===== config.mk =====
export PLATFORM = sky130hd
export DESIGN_NAME = rst_seq_ctrl
export DESIGN_NICKNAME = d
export VERILOG_FILES = /design/src/rtl/rst_seq_pkg.sv /design/src/rtl/sync_ff.sv /design/src/rtl/rst_seq_ctrl.sv
export SDC_FILE = /design/constraint.sdc
export NUM_CORES = 1
export LEC_CHECK = 0
export CELL_PAD_IN_SITES_DETAIL_PLACEMENT = 0
export CELL_PAD_IN_SITES_GLOBAL_PLACEMENT = 1
export CORE_UTILIZATION = 43
export DETAILED_ROUTE_END_ITERATION = 8
export PLACE_DENSITY_LB_ADDON = 0.25
export SYNTH_ARGS = -nofsm -noshare
export SYNTH_HDL_FRONTEND = slang
export SYNTH_HIERARCHICAL = 1
export SYNTH_SLANG_ARGS = --single-unit
export TNS_END_PERCENT = 50

===== constraint.sdc =====
create_clock -name clk -period 3 [get_ports clk]
set_input_delay 0.3 -clock clk [delete_from_list [all_inputs] [get_ports clk]]
set_output_delay 0.3 -clock clk [all_outputs]
set_load 0.02 [all_outputs]

===== src/rtl/rst_seq_pkg.sv =====
// Shared types and helpers for the reset sequencer.
package rst_seq_pkg;

  typedef enum logic [1:0] {
    ST_PLL_RST   = 2'd0,
    ST_WAIT_LOCK = 2'd1,
    ST_RELEASE   = 2'd2,
    ST_RUN       = 2'd3
  } state_t;

  localparam int unsigned RETRY_W = 8;

  // Width of a counter that must hold the largest of three terminal values without wrapping.
  function automatic int unsigned cnt_w(input int unsigned a, input int unsigned b,
                                        input int unsigned c);
    int unsigned m;
    m = a;
    if (b > m) m = b;
    if (c > m) m = c;
    return $clog2(m + 1);
  endfunction

endpackage


===== src/rtl/sync_ff.sv =====
// Multi-stage bit synchroniser with a configurable reset value.
module sync_ff #(
  parameter int unsigned STAGES  = 2,
  parameter logic        RST_VAL = 1'b0
) (
  input  logic clk,
  input  logic rst,
  input  logic d,
  output logic q
);

  logic [STAGES-1:0] chain;

  // Shift the asynchronous input through the flop chain.
  always_ff @(posedge clk) begin
    if (rst) chain <= {STAGES{RST_VAL}};
    else     chain <= {chain[STAGES-2:0], d};
  end

  assign q = chain[STAGES-1];

endmodule


===== src/rtl/rst_seq_ctrl.sv =====
// PLL reset / lock supervisor that releases N active-low domain resets in order.
module rst_seq_ctrl
  import rst_seq_pkg::*;
#(
  parameter int unsigned N_OUT          = 3,
  parameter int unsigned SYNC_STAGES    = 2,
  parameter int unsigned PLL_RST_CYCLES = 16,
  parameter int unsigned LOCK_STABLE    = 32,
  parameter int unsigned LOCK_TIMEOUT   = 65535,
  parameter int unsigned STAGE_GAP      = 8
) (
  input  logic               clk,
  input  logic               rst,
  input  logic               ext_rst_n,
  input  logic               pll_locked,
  output logic               pll_rst,
  output logic [N_OUT-1:0]   sys_rst_n,
  output logic               seq_done,
  output logic [RETRY_W-1:0] retry_cnt,
  output logic [1:0]         state
);

  localparam int unsigned CNT_W = cnt_w(LOCK_TIMEOUT, N_OUT * STAGE_GAP, PLL_RST_CYCLES);

  localparam logic [CNT_W-1:0] PLL_LAST     = CNT_W'(PLL_RST_CYCLES - 1);
  localparam logic [CNT_W-1:0] STABLE_LAST  = CNT_W'(LOCK_STABLE - 1);
  localparam logic [CNT_W-1:0] TIMEOUT_LAST = CNT_W'(LOCK_TIMEOUT - 1);
  localparam logic [CNT_W-1:0] REL_LAST     = CNT_W'((N_OUT - 1) * STAGE_GAP);

  logic ext_sync;
  logic lock_sync;

  state_t             state_q, state_d;
  logic [CNT_W-1:0]   timer_q, timer_d;
  logic [CNT_W-1:0]   stable_q, stable_d;
  logic [RETRY_W-1:0] retry_q, retry_d;
  logic [N_OUT-1:0]   sys_q, sys_d;
  logic               pll_rst_q;
  logic               done_q;

  sync_ff #(
    .STAGES  (SYNC_STAGES),
    .RST_VAL (1'b1)
  ) u_ext_sync (
    .clk (clk),
    .rst (rst),
    .d   (ext_rst_n),
    .q   (ext_sync)
  );

  sync_ff #(
    .STAGES  (SYNC_STAGES),
    .RST_VAL (1'b0)
  ) u_lock_sync (
    .clk (clk),
    .rst (rst),
    .d   (pll_locked),
    .q   (lock_sync)
  );

  // Next-state, timer and output decode; external request beats lock loss beats timer events.
  always_comb begin
    state_d  = state_q;
    timer_d  = timer_q + 1'b1;
    stable_d = '0;
    retry_d  = retry_q;
    sys_d    = sys_q;

    if (!ext_sync) begin
      state_d = ST_PLL_RST;
      timer_d = '0;
      sys_d   = '0;
    end else begin
      case (state_q)
        ST_PLL_RST: begin
          if (timer_q == PLL_LAST) begin
            state_d = ST_WAIT_LOCK;
            timer_d = '0;
          end
        end
        ST_WAIT_LOCK: begin
          if (lock_sync) stable_d = stable_q + 1'b1;
          // A stable lock takes precedence over a timeout landing on the same edge.
          if (lock_sync && (stable_q == STABLE_LAST)) begin
            state_d  = ST_RELEASE;
            timer_d  = '0;
            stable_d = '0;
          end else if (timer_q == TIMEOUT_LAST) begin
            state_d = ST_PLL_RST;
            timer_d = '0;
            if (retry_q != '1) retry_d = retry_q + 1'b1;
          end
        end
        ST_RELEASE: begin
          if (!lock_sync) begin
            state_d = ST_PLL_RST;
            timer_d = '0;
            sys_d   = '0;
          end else begin
            for (int unsigned k = 0; k < N_OUT; k++) begin
              if (timer_q == CNT_W'(k * STAGE_GAP)) sys_d[k] = 1'b1;
            end
            if (timer_q == REL_LAST) begin
              state_d = ST_RUN;
              timer_d = '0;
            end
          end
        end
        ST_RUN: begin
          timer_d = '0;
          if (!lock_sync) begin
            state_d = ST_PLL_RST;
            sys_d   = '0;
          end
        end
        default: begin
          state_d = ST_PLL_RST;
          timer_d = '0;
          sys_d   = '0;
        end
      endcase
    end
  end

  // State, counters and registered outputs.
  always_ff @(posedge clk) begin
    if (rst) begin
      state_q   <= ST_PLL_RST;
      timer_q   <= '0;
      stable_q  <= '0;
      retry_q   <= '0;
      sys_q     <= '0;
      pll_rst_q <= 1'b1;
      done_q    <= 1'b0;
    end else begin
      state_q   <= state_d;
      timer_q   <= timer_d;
      stable_q  <= stable_d;
      retry_q   <= retry_d;
      sys_q     <= sys_d;
      pll_rst_q <= (state_d == ST_PLL_RST);
      done_q    <= (state_d == ST_RUN);
    end
  end

  assign pll_rst   = pll_rst_q;
  assign sys_rst_n = sys_q;
  assign seq_done  = done_q;
  assign retry_cnt = retry_q;
  assign state     = state_q;

endmodule


==> results.yml <==
logic_synthesis:
  synth_edf_count: 0
  syn_avg_cell_area_sq_um: 8.949
  postSynthCellCount: 250
  synth-seq-cells: 51
  synth_top_area_share: 0.4564
  synth_seq_area_share: 0.4564
  syn_nets: 259
  async_flop_share: 0
  synth_top_area_cell: "dfxtp_1"
  synth.most_common_cell: "dfxtp_1"
  synthesis.area_sq_um: 2237
  yosys_warnings: 6
  synthTopCellsByCount: "dfxtp_1 (51), nor2_1 (44), xor2_1 (19)"
  synth_cell_types: 43
  yosys-top-cells-area: "dfxtp_1 (46%), xor2_1 (7.4%), nor2_1 (7.4%), xnor2_1 (3.9%), nand3_1 (3.1%)"
  synthFlopType: "dfxtp_1"
pwr:
  clkPwrFrac: 0.350
  internal_power_uw: 866.0
  power_frac_comb: 0.031
  power_leakage_uw: 0.0008860
  power.density_nw_per_um2: 429.6
  ir_worst_vdd_mv: 0.2273
  fin_total_pwr_uw: 1111
  p_seq_frac: 0.619
  switching_share: 0.2205
  power_switching_uw: 244.9
detailed_routing:
  vias: 1710
  route.detailed.drc: 0
  routedWlPerCell_um: 11.79
  ant_nets: 0
  via_per_inst: 5.015
  drt_pass1_iterations: 4
  drt_iter0_drc: 81
  drt_wl_total_mm: 4.019
global_route:
  antenna_found_initial: 0
  grt_max_degree: 17
  grt_overflow: 0
  grt_first_pass_wirelength_mm: 6.865
  gr-usage-all-layers: 0.1605
  grt_pass1_vias: 1511
setup_path:
  ff2ff_setup_slack_ps: 720
  path_max_fanout: 13
  critical_path_class: "reg2reg"
  critPathBufInv: 0
  crit_family: "simple AND/OR/NAND/NOR gates"
  cp_slowest_cell: "or4b_4"
  r2r-start: "timer_q[8]"
  max_stage_delay_ps: 600
  rr_worst_depth: 5
  path_depth: 5
  startpoint_type: "flop"
  cp_data_required_time_ps: 3190
  cp-endpoint: "retry_cnt[7]"
  worstSetupEndpointType: "flop"
  cp.arrival_ps: 2470
  cp-startpoint: "timer_q[8]"
  r2r-end: "retry_cnt[7]"
  crit_chain: "nand4_2 > nor4_2 > or4b_4 > nor4_1 > mux2_2"
placement:
  pre_cts_ws_ps: 744.2
  dp.cells: 333
  portBuffers: 18
  dp_hpwl_mm: 2.986
  routabilityCongestion: 0.7229
floorplanning:
  num_io_pins: 19
  core_region_area_sq_um: 4848
  die-height_um: 74.13
  initial_core_util: 0.4614
  fp.dieW_um: 74.13
  core.rowCount: 25
  dieArea_sq_um: 5495
cts:
  cts_tree: "built"
  postCtsHoldBufs: 0
  cts_resized: 0
  clk_pin_slew_ps: 90
  cts_buffer_depth: 2
  clkLatencyLatePin_ps: 300
  numClockSinks: 51
  h-tree-depth: 2
  numCtsBuffers: 5
  post_cts_buffers: 0
  cts_root_buf: "clkbuf_8"
timing:
  rsz0062_at_grt: "false"
  worst_slew_pin_slew_ps: 618.0
  slew-limit-headroom: 0.5849
  hold_violations: 0
  clock_skew_ps: 7.376
  fin_tns_setup_ps: 0
  fin_crit_sh: 0.7596
  finalMaxSlewViolations: 0
  fmax_mhz: 438.9
  period_minus_slack_ps: 2279
  setup_ws_ps: 721.3
  finalSetupViolations: 0
outcome:
  outcome: "finished clean"
min_path:
  hold_path.class: "reg2reg"
job:
  cap_violations: 0
cells_and_area:
  finalNonFillerCells: 341
  antennaDiodeCount: 0
  area_growth_pct: 15.60
  drive_above_1_share: 0.06934
  layout.nets: 282
## cell type report
class	instances	area [sq um]
clock buffer	6	72.57
sequential	51	1021
tap	67	83.83
timing repair buffer	21	202.7
inverter	9	33.78
clock inverter	2	17.52
multi-input combinational	185	1155
fill	462	2262
## per-layer routing
metal  wire length [um]  global-route usage  vias to the layer above
li1                   -                   -                      904
met1               2012              0.2198                      785
met2               1870              0.2535                       19
met3                116             0.03659                        2
met4                 19             0.04487                        0
met5                  0                   0                        -
## power by group through the flow
stage,combinational (uW),clock (uW),sequential [uW]
after floorplan,21.8,0,702
after global placement,35.0,0,703
after detailed placement,35.3,0,704
after CTS,35.4,407,688
after global routing,39.6,433,689
final,34.6,389,688
## placed cells by master (no fill, tap or decap), types with 6 or more instances in the layout
| master | instances |
|---|---|
| nand2_1 | 14 |
| clkdlybuf4s50_1 | 18 |
| inv_1 | 9 |
| nor4_1 | 6 |
| dfxtp_1 | 51 |
| xor2_1 | 19 |
| nor2_1 | 44 |
| nand3_1 | 14 |
| nand4_1 | 8 |
| xnor2_1 | 10 |
| nor3_1 | 8 |
## worst min path at each step
stage / cells after the start / startpoint / slack [ps] / endpoint
2_1_floorplan: 1 / rst / 370 / u_lock_sync/chain[0]
3_3_place_gp: 1 / u_ext_sync/chain[0] / 390 / u_ext_sync/chain[1]
3_5_place_dp: 1 / u_ext_sync/chain[0] / 400 / u_ext_sync/chain[1]
4_1_cts: 1 / u_ext_sync/chain[0] / 430 / u_ext_sync/chain[1]
5_1_grt: 1 / u_ext_sync/chain[0] / 430 / u_ext_sync/chain[1]
6_report: 1 / u_ext_sync/chain[0] / 420 / u_ext_sync/chain[1]
## cell families (layout without fill, tap and decap cells)
kind of cell,after synthesis,count (layout),share of synthesized area
XOR/XNOR,29,29,0.1135
AO/OA/AOI/OAI,21,21,0.06655
multiplexers,2,2,0.009508
adder cells (fa/ha/maj),5,5,0.02796
AND/OR/NAND/NOR,128,128,0.2987
buffers and inverters,14,38,0.02740
flip-flops,51,51,0.4564
## metrics by stage
step	hold slack (ps)	cell area, sq um	util
3_5_place_dp	403.1	2496	0.5148
4_1_cts	426.4	2586	0.5334
5_1_grt	434.9	2586	0.5334
6_report	417.7	2586	0.5334
3_3_place_gp	392.5	2496	0.5148
2_1_floorplan	371.6	2237	-
## state kept, by name, indices dropped and copies added (netlist names)
name               cells
stable_q              16
timer_q               16
retry_cnt              8
sys_rst_n              3
state                  2
u_ext_sync/chain       2
u_lock_sync/chain      2
pll_rst                1
seq_done               1
(Power assumes the default switching activity.)
